===== config.mk =====
export PLATFORM = sky130hd
export DESIGN_NAME = output_port
export DESIGN_NICKNAME = d
export VERILOG_FILES = /design/src/rtl/output_port.sv
export SDC_FILE = /design/constraint.sdc
export NUM_CORES = 1
export LEC_CHECK = 0
export CAP_MARGIN = 40
export CORE_MARGIN = 4
export CORE_UTILIZATION = 55
export CTS_BUF_LIST = sky130_fd_sc_hd__clkbuf_4 sky130_fd_sc_hd__clkbuf_8 sky130_fd_sc_hd__clkbuf_16
export DETAILED_ROUTE_END_ITERATION = 8
export PLACE_DENSITY = 0.83
export SKIP_LAST_GASP = 1
export SLEW_MARGIN = 40
export SYNTH_ARGS = -nofsm -noshare
export SYNTH_HDL_FRONTEND = slang
export SYNTH_SLANG_ARGS = --single-unit

===== constraint.sdc =====
create_clock -name clk -period 4.4 [get_ports clk]
set_input_delay 0.66 -clock clk [delete_from_list [all_inputs] [get_ports clk]]
set_output_delay 0.66 -clock clk [all_outputs]
set_load 0.005 [all_outputs]

===== src/rtl/output_port.sv =====
// Output port buffer: circular FIFO between the processor control unit and a
// ready/valid consumer, with a sticky overflow flag for dropped writes.
module output_port #(
    parameter int unsigned DATA_WIDTH = 8,
    parameter int unsigned DEPTH      = 4
) (
    input  logic                       clk,
    input  logic                       reset,
    input  logic                       output_enable,
    input  logic [DATA_WIDTH-1:0]      output_data,
    input  logic                       out_ready,
    input  logic                       clear_overflow,
    output logic                       out_valid,
    output logic [DATA_WIDTH-1:0]      out_data,
    output logic                       fifo_full,
    output logic                       fifo_empty,
    output logic [$clog2(DEPTH):0]     count,
    output logic                       overflow
);

    localparam int unsigned PTR_W = $clog2(DEPTH);
    localparam int unsigned CNT_W = PTR_W + 1;

    logic [DATA_WIDTH-1:0] mem [DEPTH];
    logic [PTR_W-1:0]      rd_ptr;
    logic [PTR_W-1:0]      wr_ptr;
    logic [CNT_W-1:0]      count_q;
    logic                  overflow_q;

    logic push;
    logic pop;
    logic push_ok;
    logic drop;

    // Accept/drop decisions; a pop frees the slot a full-buffer push needs.
    always_comb begin
        push    = output_enable;
        pop     = out_valid && out_ready;
        push_ok = push && (!fifo_full || pop);
        drop    = push && fifo_full && !pop;
    end

    // Storage is not reset; validity is tracked by count alone.
    always_ff @(posedge clk) begin
        if (reset && push_ok) begin
            mem[wr_ptr] <= output_data;
        end
    end

    always_ff @(posedge clk or negedge reset) begin
        if (!reset) begin
            rd_ptr     <= '0;
            wr_ptr     <= '0;
            count_q    <= '0;
            overflow_q <= 1'b0;
        end else begin
            if (push_ok) begin
                wr_ptr <= wr_ptr + PTR_W'(1);
            end
            if (pop) begin
                rd_ptr <= rd_ptr + PTR_W'(1);
            end
            if (push_ok && !pop) begin
                count_q <= count_q + CNT_W'(1);
            end else if (pop && !push_ok) begin
                count_q <= count_q - CNT_W'(1);
            end
            // Set wins over clear when both happen on the same edge.
            if (drop) begin
                overflow_q <= 1'b1;
            end else if (clear_overflow) begin
                overflow_q <= 1'b0;
            end
        end
    end

    always_comb begin
        count      = count_q;
        overflow   = overflow_q;
        fifo_full  = (count_q == CNT_W'(DEPTH));
        fifo_empty = (count_q == '0);
        out_valid  = !fifo_empty;
        out_data   = mem[rd_ptr];
    end

endmodule


==> summary by stage <==
Routing
The routed design has 2785 um of wire. The pre-antenna-repair detailed-routing pass consisted of 4 iterations. In the routed layout, each cell is associated on average with a via count of 5.596. Once detail routing completed, the nets flagged for antenna violations numbered 0. The detailed-route via count is 817.

The number of design rule violations left after detail routing is 0. The routed length per placed instance is 19.08 um. The number of design-rule violations left by the first detailed-router iteration is 29.

Floorplanning
The die is 62.34 um wide. The full die area is 0.003886 mm^2. The effective utilization at floorplan is 58.39%. The placeable core region is 0.002781 mm^2. The floorplan has 19 rows. The number of top-level pins is 28. The vertical die dimension is 62.34 um.

STA
The transition at the pin with the smallest max-transition slack is 582.4 ps. The final-report setup violation count is 0. The total count of max-transition violations in the final report came to 0. Setup repair after global routing left no endpoint under its margin. In the final timing run, aggregate negative setup slack is 0 ps.

The final critical path takes up 63.79% of the cycle. The fmax is 356.3 MHz. The number of hold violations in the final report is 0. The post-layout minimum cycle time is 2807 ps. Measured against its own limit, the worst slew margin works out to 61.18%. On the final layout, the worst clock skew is 4.461 ps.

Logic synthesis
The unique cell type count in the Yosys netlist is 22. The mapped netlist covers 0.001624 mm^2. After synthesis, the most frequently instantiated cells are 32 x edfxtp_1, 8 x dfrtp_1, 8 x mux4_2. The most common cell in the synthesized netlist is edfxtp_1. The Yosys step of the flow raised 0 warnings. For this run, the leading register cell type out of synthesis is edfxtp_1. Sorting the synthesized cells by area gives the leading types as edfxtp_1 59%, dfrtp_1 12%, mux4_2 11%, ha_1 3.9%, xnor2_1 2.2%. Of all cell types, the one taking the most synthesized area is edfxtp_1. The average footprint of a synthesized cell is 19.57 um^2. The flip-flop and latch count after synthesis is 40.

The number of flops mapped to enable cells by yosys is 32. For this run, the register share of the synthesized area comes to 71.49%. The number of nets in the synthesized netlist is 102. The fraction of post-synthesis cell area in the top cell type by area is 59.17%. The share of flip-flops with an asynchronous set or reset after synthesis is 20.00%. The number of standard cells after synthesis is 83.

Clocking
The number of gates resized after CTS was 0. The clock tree from TritonCTS is done. The total CTS buffers is 5. The number of setup buffers added after CTS is 0.

The TritonCTS sink count is 40. The number of H-tree levels is 2. The insertion delay to the later sink of the worst-skew pair is 340 ps. In this run, post-CTS hold repair placed 0 buffers. The clock root buffer master is clkbuf_4. The buffer depth of the longest clock path is 2. Clock-pin slew was measured on the worst setup and hold paths at 100 ps.

Worst hold path
In this run the worst hold path is classified as reg2reg. The startpoint of the worst hold path is overflow.

Global route
Global routing finished with a remaining overflow of 0. The number of antenna violations at the first check in global routing is 0. The total track usage is 15.96%. The first global-routing pass estimated 4602 um of wire.

The largest net degree at the start of global routing is 13. The via count of the first global-routing pass is 897.

Critical path
The type of the worst setup path is reg2out. The worst setup path is captured at an output pin. The data arrival time of the critical path is 2150 ps.

The startpoint of the most critical register-to-register path is count[0]. Data on the critical path is required at its endpoint by 3740 ps. The most critical setup path has its startpoint at rd_ptr[0]. The kind of start point of the critical path is a register.

The largest driver fanout on the critical path is 10.

Final layout
The number of fill cells is 169. Cells fill 70.81% of the core in the end. The fraction of layout instances using a drive strength above 1 is 16.52%.

The final layout contains 133 nets. The area growth from synthesis to layout is 21.26%. Summing all multi-input logic gate instances after layout gives 424.2 um^2. The cell area after layout is 0.001969 mm^2.

The area occupied by registers is 0.001161 mm^2. 0 antenna diodes ended up in the layout.

Placed design
The post-placement cell area is 0.001913 mm^2. The number of port buffers is 27. Routability-driven placement finished with a final weighted congestion of 0.7045. Detailed placement finished with a half-perimeter wire length of 1982 um.

Outcome
The flow ran to the end, and the final reports show no timing, DRC or antenna violations.

Power and ir drop
The worst-case IR drop observed on VDD is 0.4509 mV. The overall power consumption is 1.147 mW. Summed over all cells, the static leakage comes to 0.7159 nW.

Dividing total power by cell area gives a power density of 582.3 mW/mm^2.

Run
Max-cap violations in this run came to 0.
-- area by class of cell --
cell class,count,share of cell area [%]
well taps,31,1.970
flip-flops and latches,40,58.96
inverters,5,0.9530
repair buffers,27,13.72
clock buffers,7,2.668
clock inverters,1,0.1906
multi-input cells,35,21.54
-- per-layer routing --
layer	vias up	routed length [um]	global-route usage [%]	share of wire (%)
li1	377	-	-	-
met5	-	0	0	0
met4	0	122	8.488	4.4
met3	14	125	5.766	4.5
met1	404	1114	18.51	40
met2	22	1422	25.78	51
-- cell families (layout without fill, tap and decap cells) --
group	Yosys count	after routing	share of synthesized area [%]
flip-flops	40	40	71.49
adder cells (fa/ha/maj)	6	6	5.085
buffers and inverters	8	40	2.388
multiplexers	10	10	12.71
AO/OA/AOI/OAI	1	1	0.3079
XOR/XNOR	6	6	3.236
AND/OR/NAND/NOR	12	12	4.776
-- worst paths after layout --
path / slack, ps / cells after the start / end
min in group asynchronous: 640 / 1 / rd_ptr[0]
setup reg to reg: 2000 / 8 / count[2]
hold reg to reg: 540 / 2 / overflow
hold / removal: 540 / 2 / overflow
setup / recovery: 1590 / 2 / out_data[0]
max in group asynchronous: 3440 / 1 / wr_ptr[0]
-- per-stage QoR --
step	cells	setup slack, ps	hold WS (ps)
finish	146	1593	540.8
global placement	138	1626	514.8
detailed placement	138	1427	529.6
CTS	146	1533	544.7
floorplan	83	2245	364.4
global route	146	1451	591.8
-- state kept, by name, indices dropped and copies added, names as in the netlist --
| register | count |
|---|---|
| count | 3 |
| mem | 32 |
| overflow | 1 |
| rd_ptr | 2 |
| wr_ptr | 2 |
-- layout by cell type (no fill, tap or decap), drive strengths merged --
master         instances
nor4b                  1
clkinv                 1
o21ai                  1
clkdlybuf4s50         27
and3                   4
inv                    5
nor3b                  1
mux2                   2
xnor2                  4
xor2                   2
nor2                   1
dfrtp                  8
fa                     1
edfxtp                32
nor2b                  1
ha                     5
nand2                  2
or3                    1
clkbuf                 7
nand3                  1
mux4                   8
-- power by group --
group,switching (mW),leakage (nW),internal [mW],total [mW]
Sequential,0.0824,0.386,0.479,0.561
Clock,0.108,0.0338,0.0738,0.182
Combinational,0.137,0.296,0.267,0.404
Total,0.327,0.716,0.819,1.15
-- worst max-delay path, cell delays in order, from the launching register on --
cell and delay [ps]:
dfrtp_1 730, mux4_2 610, clkdlybuf4s50_1 470
(Power assumes the default switching activity.)
